`src/rtl/mbf_decim_fifo.sv`:
```
// Decimate-by-2 stage for the multi-bank filter's paired band outputs,
// feeding a first-word-fall-through FIFO with a sticky overflow flag.
module mbf_decim_fifo #(
    parameter int unsigned DW    = 13,
    parameter int unsigned DEPTH = 8,
    parameter int unsigned AW    = 3
) (
    input  logic              CLK,
    input  logic              RESET,
    input  logic              IN_VALID,
    input  logic [DW-1:0]     X_IN,
    input  logic [DW-1:0]     Y_IN,
    input  logic              OUT_READY,
    output logic              OUT_VALID,
    output logic [2*DW-1:0]   OUT_DATA,
    output logic [AW:0]       COUNT,
    output logic              OVERFLOW
);

    localparam int unsigned WW = 2 * DW;
    localparam int unsigned CW = AW + 1;

    logic [WW-1:0] mem [DEPTH];

    logic [AW-1:0] wr_ptr;
    logic [AW-1:0] rd_ptr;
    logic          phase;

    logic [AW-1:0] wr_ptr_next;
    logic [AW-1:0] rd_ptr_next;
    logic [CW-1:0] count_next;
    logic          phase_next;
    logic [WW-1:0] head_next;
    logic [WW-1:0] din;
    logic          keep;
    logic          full;
    logic          pop;
    logic          push;
    logic          drop;

    // Keep/push/pop decisions and the next head word, all from registered state
    always_comb begin
        din         = {X_IN, Y_IN};
        keep        = IN_VALID && !phase;
        full        = (COUNT == CW'(DEPTH));
        pop         = OUT_VALID && OUT_READY;
        push        = keep && (!full || pop);
        drop        = keep && full && !pop;
        phase_next  = IN_VALID ? !phase : 1'b0;
        wr_ptr_next = wr_ptr;
        rd_ptr_next = rd_ptr;
        count_next  = COUNT;
        head_next   = '0;

        if (push) begin
            wr_ptr_next = AW'(wr_ptr + 1'b1);
        end
        if (pop) begin
            rd_ptr_next = AW'(rd_ptr + 1'b1);
        end
        if (push && !pop) begin
            count_next = CW'(COUNT + 1'b1);
        end else if (pop && !push) begin
            count_next = CW'(COUNT - 1'b1);
        end

        // The new head is the word being written now when the read pointer lands on it
        if (count_next != '0) begin
            if (push && (rd_ptr_next == wr_ptr)) begin
                head_next = din;
            end else begin
                head_next = mem[rd_ptr_next];
            end
        end
    end

    always_ff @(posedge CLK) begin
        if (!RESET) begin
            wr_ptr    <= '0;
            rd_ptr    <= '0;
            COUNT     <= '0;
            phase     <= 1'b0;
            OVERFLOW  <= 1'b0;
            OUT_VALID <= 1'b0;
            OUT_DATA  <= '0;
        end else begin
            wr_ptr    <= wr_ptr_next;
            rd_ptr    <= rd_ptr_next;
            COUNT     <= count_next;
            phase     <= phase_next;
            OVERFLOW  <= OVERFLOW | drop;
            OUT_VALID <= (count_next != '0);
            OUT_DATA  <= head_next;
        end
    end

    // Storage is not reset; occupancy tracking makes stale words unobservable
    always_ff @(posedge CLK) begin
        if (RESET && push) begin
            mem[wr_ptr] <= din;
        end
    end

endmodule

```
`config.mk`:
```
export PLATFORM = sky130hd
export DESIGN_NAME = mbf_decim_fifo
export DESIGN_NICKNAME = d
export VERILOG_FILES = /design/src/rtl/mbf_decim_fifo.sv
export SDC_FILE = /design/constraint.sdc
export NUM_CORES = 1
export LEC_CHECK = 0
export ABC_AREA = 1
export BUFFER_PORTS_ARGS = -buffer_cell sky130_fd_sc_hd__buf_2
export CAP_MARGIN = 40
export CORE_UTILIZATION = 60
export CTS_CLUSTER_DIAMETER = 120
export DETAILED_ROUTE_END_ITERATION = 10
export GPL_TIMING_DRIVEN = 0
export PLACE_DENSITY = 0.83
export SYNTH_ARGS = -nofsm -noshare
export SYNTH_HDL_FRONTEND = slang
export SYNTH_SLANG_ARGS = --single-unit
```
`constraint.sdc`:
```
create_clock -name CLK -period 5.3 [get_ports CLK]
set_clock_uncertainty 0.2 [all_clocks]
set_input_delay 0.53 -clock CLK [delete_from_list [all_inputs] [get_ports CLK]]
set_output_delay 0.53 -clock CLK [all_outputs]
set_load 0.02 [all_outputs]
```
Word-level counts from Yosys, hierarchy flattened
Memories as Yosys holds them, arrays and structs flattened. A register that Yosys moved wholly into a read port is not among the register bits.
Cells that the tools add are included.
Word-level totals
  bits in latches: 0
  flip-flop bits (word level): 13
  output and inout bits: 32
  memories kept: 1
  RAM bits: 208
  memory bits (read-only): 0
  bits of input ports: 30
  logic and storage cells: 35
Operators by class
  eq/ne operators: 1
  bitwise logic cells: 1
  reductions and logical operators: 17
  shifts and indexed selects: 0
  divide/modulo/power cells: 0
  $add $sub $neg: 4
  multipliers: 0
  mux-type cells: 5
  $lt $le $gt $ge: 0
Memories
  mem: depth 8, bits a word 26, read ports 1, clocked after memory_dff 1, write ports 1, line 23  | logic [WW-1:0] mem [DEPTH];
Operator list (number)
  1-bit logical AND: 8
  4-bit 2-to-1 mux: 2
  3-bit by 1-bit adder with 3-bit output, second input constant: 2
  1-bit zero test: 5
  4-bit by 1-bit adder with 4-bit output, second input constant: 1
  4-bit equality test, second input constant: 1
  2-bit AND reduction: 2
  4-bit nonzero test: 1
  4-bit by 1-bit subtractor with 4-bit output, second input constant: 1
  3-bit 2-to-1 mux: 1
  1-bit 2-to-1 mux: 2
  1-bit logical OR: 1
  1-bit OR: 1

Depth between registers and ports, before layout
  depth in word-level cells: 11
  mapped depth: 13
  mapped depth without buffers: 12

Least setup slack after synthesis
Ideal clock, no wire load.
  path type: reg-to-reg
  start: register COUNT[0]
  end: memory mem[1][0] (netlist bit), enable pin
  required time: 4658 ps
  path slack: 1190 ps
  cell stages (with the launch flop): 10
  arrival time: 3468 ps
  path buffers: 2
  setup time: 442 ps
  period minus slack after synthesis: 4110 ps
  cells stage by stage: dfxtp_1 inv_1 ha_1 nand4_1 nand2_2 nor2_2 buf_4 buf_4 nand2_1 nor3_1
Between the ends
  cells in the longest elaborated chain, start to end: 7
Ends and longest elaborated chain
  from (decl): line 16  | output logic [AW:0] COUNT,
  from (signal assigned): line 89  | COUNT <= count_next;
  4-bit equality test: line 45  | full = (COUNT == CW'(DEPTH));
  1-bit zero test: line 47  | push = keep && (!full || pop);
  1-bit logical OR: line 47
  1-bit logical AND: line 47
  1-bit logical AND: line 99  | if (RESET && push) begin
  1-bit 2-to-1 mux: line 99
  1-bit 2-to-1 mux (implied by the code): line 100  | mem[wr_ptr] <= din;
  to (decl): line 23
Every way passes these cells.

Worst setup path after layout
  start: register COUNT[0]
  end: memory mem[0][21] (netlist bit), enable pin
Same word-level chain as after synthesis.

==> impl_metrics.csv <==
group,metric,value,unit
status,status,"finished clean",
placed_design,dpl-instance-area,11200,sq um
layout,antenna_cells,0,
layout,fin_nets,1121,
power_and_ir_drop,power.total,5.59,mW
floorplanning,fp.dieH,134,um
worst_setup_path,critPathMaxFanout,10,
synth,syn_inst,988,
worst_setup_path,required,5.32,ns
sta,hold_viol_final,0,
sta,rsz0062_at_grt,"no",
global_routing,grt_overflow_total,0,
routing,via_per_inst,6.03,
clock_tree,cts_setup_buffers,0,
synth,seq_area_frac_synth,67.5,%
placed_design,dp.cells,1280,
placed_design,io_buffers,60,
power_and_ir_drop,sw_frac_of_total,33.5,%
floorplanning,die-area,17900,sq um
synth,ys_types,26,
power_and_ir_drop,seqPwrFrac,40.7,%
power_and_ir_drop,internal-power,3.71,mW
layout,fin_area,12100,sq um
clock_tree,clkSinkCount,247,
routing,ant_nets,0,
clock_tree,cts_tree,"done",
sta,fmax,300,MHz
routing,wl_per_cell,20.2,um
synth,synth_ff_type,"edfxtp_1",
clock_tree,clock_latency,0.52,ns
routing,num_vias,7999,
synth,async_flop_share,0,%
clock_tree,clk_pin_slew,0.07,ns
worst_setup_path,arrival,3.35,ns
power_and_ir_drop,p_switching,1.87,mW
routing,drtIter0Drc,1086,
placed_design,place.gp.congestion,0.853,
worst_setup_path,end_kind,"flop",
clock_tree,hold_buffers,0,
hold_path,hold_class,"input port to flop",
sta,worst_pin_slew,0.795,ns
floorplanning,io_pins,62,
synth,yosysTopAreaCell,"edfxtp_1",
floorplanning,rows,47,
clock_tree,clock_path_buffers,3,
synth,synth_area_per_cell,10.5,sq um
layout,final_cells,1326,
global_routing,grt_pass1_wl,40300,um
power_and_ir_drop,clock_power_share,31.7,%
clock_tree,cts_resized,0,
global_routing,grt_max_degree,24,
sta,maxSlewHeadroom,47.0,%
clock_tree,root_buffer,"clkbuf_16",
sta,slew_viol_final,0,
power_and_ir_drop,p_comb_share,27.6,%
power_and_ir_drop,p_per_area,463,nW/um^2
global_routing,antenna_found_initial,0,
floorplanning,fp.dieW,134,um
sta,period_share,62.8,%
clock_tree,cts_max_level,1,
synth,synth_most_common_cell,"nand2_1",
routing,firstDrtPassIters,6,
synth,ys_seq_elements,247,
synth,synth_commonest_cells,"243 x nand2_1, 221 x nand3_1, 208 x edfxtp_1",
layout,final_util,72.0,%
floorplanning,start_util,62.1,%
placed_design,place_hpwl,16600,um
sta,setup_violations,0,
power_and_ir_drop,power_leakage,4.97,nW
synth,yosys_warnings,0,
power_and_ir_drop,vdd_ir_drop_max,0.000340,V
layout,area_growth,16.0,%
worst_setup_path,crit_path_start_kind,"flop",
job,timing.max_cap.violations,0,
synth,synth_area_leaders,"edfxtp_1 60%, nand3_1 11%, nand2_1 8.8%",
synth,netlist.area_leader.share,60.0,%
worst_setup_path,worstSetupPathType,"flop to flop",
sta,period_minus_slack,3.33,ns
global_routing,grt_pass1_vias,7751,
routing,routed_wl,26700,um
placed_design,pre_cts_slack,1.96,ns
clock_tree,numCtsBuffers,25,
layout,fill_cells,1098,
synth,synth_nets,1022,
global_routing,grt_use_total,30.1,%
sta,layout_setup_ws,1.97,ns
layout,drive_above_1_share,14.6,%
synth,synth_edf_count,208,
floorplanning,core-area,16800,sq um
synth,mappedNetlistArea,10400,sq um
routing,drc_errors,0,
==> cell families (layout without fill, tap and decap cells) <==
logic type / count (synthesis) / count (layout) / synth area share [%]
buffers and inverters: 163 / 281 / 6.44
xor gates and xnor gates: 1 / 1 / 0.0842
DFF: 247 / 247 / 67.5
and+or+nand+nor: 564 / 564 / 25.0
AOI/OAI and AO/OA: 9 / 9 / 0.457
adders and majority gates: 4 / 4 / 0.481
==> placed cells by master, fill, tap and decap left out, types with 3 or more instances in the layout <==
master	instances
buf_16	3
nand2_1	243
clkinv_2	3
clkbuf_16	26
nand3b_1	21
inv_1	106
ha_1	4
nor2_1	30
a21oi_1	3
buf_2	83
clkbuf_8	4
buf_12	3
nand4_1	29
dfxtp_1	39
nand3_1	221
buf_4	8
o21ai_0	5
edfxtp_1	208
inv_2	4
nor2_4	6
clkinvlp_4	3
buf_6	4
clkbuf_1	27
nand2_2	5
==> sequential cells by signal (all words and copies together) (netlist names) <==
signal and cells:
COUNT 4, OUT_DATA 26, OUT_VALID 1, OVERFLOW 1, mem 208, phase 1
rd_ptr 3, wr_ptr 3
==> stage by stage <==
stage	hold WS [ns]	setup TNS (ns)
final	0.0905	0
after global routing	0.0801	0
after CTS	0.0770	0
after detailed placement	0.255	0
after global placement	0.239	-28.19
after floorplan	0.308	0
==> layout make-up <==
class / count / area, sq um / area share (%)
Buffer: 53 / 258 / 2.13
Clock buffer: 35 / 724 / 6.00
Clock inverter: 11 / 114 / 0.943
Inverter: 110 / 413 / 3.42
Multi-Input combinational cell: 578 / 2770 / 22.9
Sequential cell: 247 / 7030 / 58.2
Tap cell: 220 / 275 / 2.28
Timing Repair Buffer: 72 / 495 / 4.10
==> per-layer routing <==
layer	vias up	track usage, %	wire length (um)
met3	116	6.13	3320
met2	627	48.3	12500
li1	3571	-	-
met4	0	16.7	1290
met5	-	0	0
met1	3685	38.4	9610
==> path summary, 6_finish.rpt <==
| check | cells past startpoint | start | endpoint | slack (ns) |
|---|---|---|---|---|
| worst min register to register | 2 | OVERFLOW | OVERFLOW | 0.27 |
| worst max register to register | 11 | COUNT[0] | mem[0][21] | 1.97 |
| worst max-delay path | 11 | COUNT[0] | mem[0][21] | 1.97 |
| worst min-delay path | 1 | Y_IN[6] | mem[6][6] | 0.09 |
==> power by group through the flow <==
stage	combinational (mW)	sequential [mW]	clock, mW
finish	1.54	2.27	1.77
global route	1.66	2.28	1.84
CTS	1.50	2.27	1.77
detailed placement	1.48	2.31	0
global placement	1.43	2.31	0
floorplan	0.868	2.42	0
==> critical path, cell delays in order (launching register included) <==
cell and delay, ns:
dfxtp_1 0.40, inv_1 0.15, ha_1 0.26, nand4_1 0.14, nand2_2 0.12, nor2_2 0.17, buf_4 0.24, buf_4 0.23
nand2_1 0.24, nor3_2 0.37, buf_4 0.27, buf_4 0.23
No activity file was read; power rests on OpenSTA's default activity.
